`src/rtl/mem_pkg.sv`:
```
// Shared definitions for the memory-stage load/store unit: funct3 access encodings
// and the transaction FSM state type.
package mem_pkg;

  localparam logic [2:0] F3_B  = 3'b000;
  localparam logic [2:0] F3_H  = 3'b001;
  localparam logic [2:0] F3_W  = 3'b010;
  localparam logic [2:0] F3_BU = 3'b100;
  localparam logic [2:0] F3_HU = 3'b101;

  typedef enum logic [0:0] {
    IDLE,
    WAIT
  } lsu_state_t;

endpackage

```
`src/rtl/lsu_align.sv`:
```
// Combinational lane steering: store-side byte enables/replicated data/legality check,
// and load-side lane select with sign or zero extension.
module lsu_align
  import mem_pkg::*;
(
  input  logic [2:0]  st_funct3,
  input  logic [1:0]  st_off,
  input  logic        st_is_load,
  input  logic [31:0] st_data,
  output logic [3:0]  st_be,
  output logic [31:0] st_wdata,
  output logic        st_legal,
  input  logic [2:0]  ld_funct3,
  input  logic [1:0]  ld_off,
  input  logic [31:0] ld_rdata,
  output logic [31:0] ld_data
);

  logic [7:0]  ld_byte;
  logic [15:0] ld_half;

  always_comb begin
    st_be    = 4'b0000;
    st_wdata = 32'd0;
    st_legal = 1'b0;
    case (st_funct3)
      F3_B, F3_BU: begin
        st_be    = 4'b0001 << st_off;
        st_wdata = {4{st_data[7:0]}};
        // Unsigned variants only exist for loads.
        st_legal = (st_funct3 == F3_B) | st_is_load;
      end
      F3_H, F3_HU: begin
        st_be    = 4'b0011 << st_off;
        st_wdata = {2{st_data[15:0]}};
        st_legal = ~st_off[0] & ((st_funct3 == F3_H) | st_is_load);
      end
      F3_W: begin
        st_be    = 4'b1111;
        st_wdata = st_data;
        st_legal = (st_off == 2'b00);
      end
      default: begin
        st_be    = 4'b0000;
        st_wdata = 32'd0;
        st_legal = 1'b0;
      end
    endcase
  end

  always_comb begin
    ld_byte = 8'd0;
    unique case (ld_off)
      2'd0: ld_byte = ld_rdata[7:0];
      2'd1: ld_byte = ld_rdata[15:8];
      2'd2: ld_byte = ld_rdata[23:16];
      2'd3: ld_byte = ld_rdata[31:24];
      default: ld_byte = 8'd0;
    endcase
    ld_half = ld_off[1] ? ld_rdata[31:16] : ld_rdata[15:0];
  end

  always_comb begin
    ld_data = 32'd0;
    case (ld_funct3)
      F3_B:    ld_data = {{24{ld_byte[7]}}, ld_byte};
      F3_BU:   ld_data = {24'd0, ld_byte};
      F3_H:    ld_data = {{16{ld_half[15]}}, ld_half};
      F3_HU:   ld_data = {16'd0, ld_half};
      F3_W:    ld_data = ld_rdata;
      default: ld_data = 32'd0;
    endcase
  end

endmodule

```
`src/rtl/mem_access_unit.sv`:
```
// Memory-stage load/store unit: issues req/ready data-memory transactions, holds the
// pipeline while waiting, and aborts with a fault on misalignment, bad funct3 or timeout.
module mem_access_unit
  import mem_pkg::*;
#(
  parameter int unsigned TIMEOUT_CYCLES = 16
) (
  input  logic        clock,
  input  logic        resetn,
  input  logic        mem_read_in,
  input  logic        mem_write_in,
  input  logic [2:0]  funct3_in,
  input  logic [31:0] data_address_in,
  input  logic [31:0] store_data_in,
  input  logic [4:0]  read_rd_in,
  input  logic        reg_write_in,
  input  logic        mem_to_reg_in,
  input  logic        dmem_ready,
  input  logic [31:0] dmem_rdata,
  output logic        dmem_req,
  output logic        dmem_we,
  output logic [31:0] dmem_addr,
  output logic [3:0]  dmem_be,
  output logic [31:0] dmem_wdata,
  output logic        mem_stall,
  output logic        mem_fault,
  output logic [31:0] data_mem_out,
  output logic [31:0] data_address_out,
  output logic [4:0]  read_rd_out,
  output logic        reg_write_out,
  output logic        mem_to_reg_out
);

  localparam logic [7:0] TimeoutLoad = 8'(TIMEOUT_CYCLES);

  lsu_state_t  state_q, state_d;
  logic [7:0]  cnt_q, cnt_d;
  logic [31:0] addr_q, wdata_q;
  logic [3:0]  be_q;
  logic        we_q;
  logic [2:0]  funct3_q;
  logic [4:0]  rd_q;
  logic        reg_write_q, mem_to_reg_q;

  logic        active, load_latch;
  logic        req_c, fault_c, complete, cur_load;
  logic [2:0]  ld_funct3;
  logic [1:0]  ld_off;
  logic [3:0]  be_in;
  logic [31:0] wdata_in, ld_data;
  logic        legal_in;

  assign active = mem_read_in | mem_write_in;

  lsu_align u_align (
    .st_funct3  (funct3_in),
    .st_off     (data_address_in[1:0]),
    .st_is_load (mem_read_in),
    .st_data    (store_data_in),
    .st_be      (be_in),
    .st_wdata   (wdata_in),
    .st_legal   (legal_in),
    .ld_funct3  (ld_funct3),
    .ld_off     (ld_off),
    .ld_rdata   (dmem_rdata),
    .ld_data    (ld_data)
  );

  always_comb begin
    state_d          = state_q;
    cnt_d            = cnt_q;
    load_latch       = 1'b0;
    req_c            = 1'b0;
    fault_c          = 1'b0;
    complete         = 1'b0;
    mem_stall        = 1'b0;
    dmem_we          = 1'b0;
    dmem_addr        = {data_address_in[31:2], 2'b00};
    dmem_be          = be_in;
    dmem_wdata       = wdata_in;
    cur_load         = mem_read_in;
    ld_funct3        = funct3_in;
    ld_off           = data_address_in[1:0];
    data_address_out = data_address_in;
    read_rd_out      = read_rd_in;
    reg_write_out    = reg_write_in;
    mem_to_reg_out   = mem_to_reg_in;

    unique case (state_q)
      IDLE: begin
        if (active) begin
          if (legal_in) begin
            req_c   = 1'b1;
            dmem_we = ~mem_read_in;
            if (dmem_ready) begin
              complete = 1'b1;
            end else begin
              mem_stall  = 1'b1;
              load_latch = 1'b1;
              cnt_d      = TimeoutLoad;
              state_d    = WAIT;
            end
          end else begin
            fault_c        = 1'b1;
            reg_write_out  = 1'b0;
            mem_to_reg_out = 1'b0;
          end
        end
      end
      WAIT: begin
        // Request and passthroughs come from the latched copy so upstream may change.
        req_c            = 1'b1;
        dmem_we          = we_q;
        dmem_addr        = {addr_q[31:2], 2'b00};
        dmem_be          = be_q;
        dmem_wdata       = wdata_q;
        cur_load         = ~we_q;
        ld_funct3        = funct3_q;
        ld_off           = addr_q[1:0];
        data_address_out = addr_q;
        read_rd_out      = rd_q;
        reg_write_out    = reg_write_q;
        mem_to_reg_out   = mem_to_reg_q;
        if (dmem_ready) begin
          complete = 1'b1;
          cnt_d    = 8'd0;
          state_d  = IDLE;
        end else if (cnt_q <= 8'd1) begin
          fault_c        = 1'b1;
          reg_write_out  = 1'b0;
          mem_to_reg_out = 1'b0;
          cnt_d          = 8'd0;
          state_d        = IDLE;
        end else begin
          mem_stall = 1'b1;
          cnt_d     = cnt_q - 8'd1;
        end
      end
      default: begin
        state_d = IDLE;
        cnt_d   = 8'd0;
      end
    endcase

    data_mem_out = (complete & cur_load) ? ld_data : 32'd0;
  end

  // Reset must drop the request immediately, even while upstream still presents an access.
  assign dmem_req  = req_c & resetn;
  assign mem_fault = fault_c & resetn;

  always_ff @(posedge clock or negedge resetn) begin
    if (!resetn) begin
      state_q      <= IDLE;
      cnt_q        <= 8'd0;
      addr_q       <= 32'd0;
      wdata_q      <= 32'd0;
      be_q         <= 4'd0;
      we_q         <= 1'b0;
      funct3_q     <= 3'd0;
      rd_q         <= 5'd0;
      reg_write_q  <= 1'b0;
      mem_to_reg_q <= 1'b0;
    end else begin
      state_q <= state_d;
      cnt_q   <= cnt_d;
      if (load_latch) begin
        addr_q       <= data_address_in;
        wdata_q      <= wdata_in;
        be_q         <= be_in;
        we_q         <= ~mem_read_in;
        funct3_q     <= funct3_in;
        rd_q         <= read_rd_in;
        reg_write_q  <= reg_write_in;
        mem_to_reg_q <= mem_to_reg_in;
      end
    end
  end

endmodule

```
`config.mk`:
```
export PLATFORM = sky130hd
export DESIGN_NAME = mem_access_unit
export DESIGN_NICKNAME = d
export VERILOG_FILES = /design/src/rtl/mem_pkg.sv /design/src/rtl/lsu_align.sv /design/src/rtl/mem_access_unit.sv
export SDC_FILE = /design/constraint.sdc
export NUM_CORES = 1
export LEC_CHECK = 0
export ABC_AREA = 1
export BUFFER_PORTS_ARGS = -buffer_cell sky130_fd_sc_hd__buf_2
export CORE_MARGIN = 5
export CORE_UTILIZATION = 40
export DETAILED_ROUTE_END_ITERATION = 10
export PLACE_DENSITY = 0.68
export SYNTH_ARGS = -nofsm -noshare
export SYNTH_HDL_FRONTEND = slang
export SYNTH_SLANG_ARGS = --single-unit
```
`constraint.sdc`:
```
create_clock -name clock -period 3.2 [get_ports clock]
set_input_delay 0.32 -clock clock [delete_from_list [all_inputs] [get_ports clock]]
set_output_delay 0.32 -clock clock [all_outputs]
set_load 0.01 [all_outputs]
```
==> metrics.txt <==
Post-Route Skew=5.809 ps; Vias=6603; number of storage elements in the synthesis netlist=a little under 90; commonest cells in the netlist=sky130_fd_sc_hd__nand2_1 (271), sky130_fd_sc_hd__o21ai_0 (156), sky130_fd_sc_hd__inv_1 (145); post-synthesis share of cell area spent on full adders, half adders and majority gates=0.004010; die height=around 130 um; post-route ant nets=0; power density cells=607.2 nW/um2; RSZ-0062 raised after global routing=no; library cell used as clock root buffer=sky130_fd_sc_hd__clkbuf_16; Final Wtd Congestion=~0.93; Starting Density=0.4089; Post-synth EDFFs=0; number of standard cells in the layout, taps in and fillers out=about 1400; Clk pin slew, worst setup/hold paths=~70 ps; antenna violations before repair=0; type of the worst setup path=reg -> out; Distinct cells, synth=34; measured slew at the worst slew-check pin=roughly 620 ps; growth of design area from synthesis to finish=23.50%; IR drop worst, VDD=0.2703 mV; share of post-route cells with drive strength above 1=0.2593; number of buffers created by CTS=9; maximum clock rate=roughly 0.34 GHz; cell family with most CP delay=simple AND/OR/NAND/NOR gates; share of synthesized registers carrying an async set or reset=1.000; worst hold-check path type=in -> async; Vias/cell=4.809; horizontal extent of the die=134.9 um; Cell Count Post-Placement=1356; worst max-slew margin expressed relative to the limit=0.5823; Skew-Pair Late Insertion Delay=approximately 340 ps; complex-gate fraction of the synthesized area=0.1875; logic depth of the worst path, buffers included=8; core box area=15260 um2; Max clock buf depth=2; final routed wirelength across all metal layers=18.76 mm; biggest area contributors in the synthesized netlist=sky130_fd_sc_hd__dfrtp_1 (35%), sky130_fd_sc_hd__nand2_1 (16%), sky130_fd_sc_hd__o21ai_0 (13%); first-pass GRT wire length=about 30 mm; maximum cell stage delay along the critical path=about 520 ps; largest fanout on the critical path=145; TritonCTS clock tree=built; final hold slack=-9.265 ps; Net count, final=~1300; area used by multi-input combinational logic=2967 um2; data required time of the worst path=2880 ps; leading register cell type out of synthesis=sky130_fd_sc_hd__dfrtp_1; max-cap viol count=0; area fraction of the dominant cell type after synthesis=0.3529; count of final max-slew check failures=0; Boundary Pins=254; filler cell count=~1600; count of endpoints failing hold in the final timing report=6; result of the run=finished, violations left; Worst Path Arrival=2600 ps; leakage power total=roughly 4.3 nW; router iterations before antenna repair=5; setup violation total in the final timing report=0; Syn Std Cell Area=6240 um2; Period minus WS final=between 2000 and 3000 ps; cell with the most instances after synthesis=sky130_fd_sc_hd__nand2_1; post-synthesis mux area share=0; length in cells of the worst reg-to-reg path=4; kind of capture point of the worst setup path=output pin; aggregate negative setup slack=0 ps; final period utilization=0.9118; simple-gate area share of the yosys netlist=0.2799; Port Buffers=251; critical path buffer and inverter count=3; most area-hungry cell type in the Yosys netlist=sky130_fd_sc_hd__dfrtp_1; overall track demand over capacity in global routing=0.2035; sequential element share of the synthesized area=0.3529; storage element area=between 2000 and 2500 um2; initial DRC count=between 500 and 600; Die Footprint=around 18000 um2; clock sink total=a little under 90; maximum number of pins on one net before global-route repair=146; yosys warns=0; dominant combinational cell family by area after synthesis=simple AND/OR/NAND/NOR gates; # rows=between 40 and 50; startpoint type of the worst setup path=register; post-detailed-route wirelength per cell=roughly 14 um; vias in the first global route=6131; Detail Placement HPWL=around 14 mm; total DRC errors in the routed layout=0; global route total overflow=0; post-synthesis area per instance=6.473 um2; number of H-tree levels=3; violations in the final reports=hold timing; cell with the largest stage delay on the worst path=sky130_fd_sc_hd__dfrtp_2; worst path cell trace=inv_4 -> buf_16 -> nand2_1 -> nand2_4 -> nor3b_2 -> nand2_2 -> a21oi_1 -> buf_2; post-synthesis instance total=964; xor/xnor share of the synthesized area=0.002807
-- timing repair --
action	CTS	global route
setup buffers	0	0
hold buffers	0	0
endpoints found under the setup margin	0	24
gates resized for setup	0	2
-- cell usage in the layout (no fill, tap or decap), drive strengths merged --
cell	n
dfrtp	88
o211ai	7
xor2	1
inv	148
o311ai	1
xnor2	1
buf	259
nor2	91
o21ai	178
clkinv	2
a31oi	2
a21oi	32
nor3b	1
clkbuf	11
diode	1
ha	2
nand3	44
conb	2
o22ai	3
nand4	5
nand2	281
bufinv	2
-- cell families after synthesis --
kind of cell,after synthesis
other,1
adder cells (fa/ha/maj),2
AO/OA/AOI/OAI,223
flip-flops,88
XOR/XNOR,2
buffers and inverters,226
AND/OR/NAND/NOR,422
-- power breakdown --
| part | internal (mW) | switching (mW) |
|---|---|---|
| sequential | 1.45 | 0.124 |
| clock | 0.734 | 0.457 |
| combinational | 0.666 | 1.25 |
| total | 2.85 | 1.83 |
-- registers in the layout, indices dropped and copies added (netlist names) --
name	count
cnt_q	8
state_q	1
be_q	4
addr_q	32
mem_to_reg_q	1
rd_q	5
wdata_q	32
we_q	1
funct3_q	3
reg_write_q	1
-- final timing paths --
check                                     from               end  slack [ps]
min in group clock         data_address_in[25]        addr_q[25]         190
min                                     resetn        addr_q[13]          -9
max in group asynchronous               resetn           state_q        2200
min reg2reg                            be_q[2]           be_q[2]         480
max                                    state_q  data_mem_out[25]         280
max reg2reg                            state_q       funct3_q[0]        1250
-- through the flow --
step | total power, mW | setup WS [ps] | utilization | cell area [um2] | hold WS, ps
floorplan | 2.965 | 1289 | - | 6243 | 24.41
global placement | 3.475 | 569.1 | 0.4821 | 7356 | 384.0
detailed placement | 3.504 | 507.2 | 0.4821 | 7356 | 381.2
CTS | 4.719 | 126.1 | 0.5043 | 7695 | 8.837
global route | 5.084 | 57.83 | 0.5049 | 7704 | 32.72
finish | 4.679 | 282.1 | 0.5050 | 7706 | -9.265
-- per-layer routing --
| layer | wire (um) | part of all wire | up-vias | global-route usage |
|---|---|---|---|---|
| met2 | 8843 | 0.47 | 238 | 0.3205 |
| met5 | 0 | 0 | - | 0 |
| met3 | 1271 | 0.068 | 21 | 0.04098 |
| met1 | 8387 | 0.45 | 2979 | 0.2856 |
| li1 | - | - | 3365 | - |
| met4 | 253 | 0.013 | 0 | 0.05486 |
-- layout make-up --
class | instances | share of cell area
Multi-Input combinational cell | 651 | 0.3850
Sequential cell | 88 | 0.2859
Timing Repair Buffer | 259 | 0.1786
Inverter | 147 | 0.07193
Tap cell | 211 | 0.03426
Clock buffer | 11 | 0.03280
Clock inverter | 5 | 0.01120
Antenna cell | 1 | 0.0003247
(Power assumes the default switching activity.)
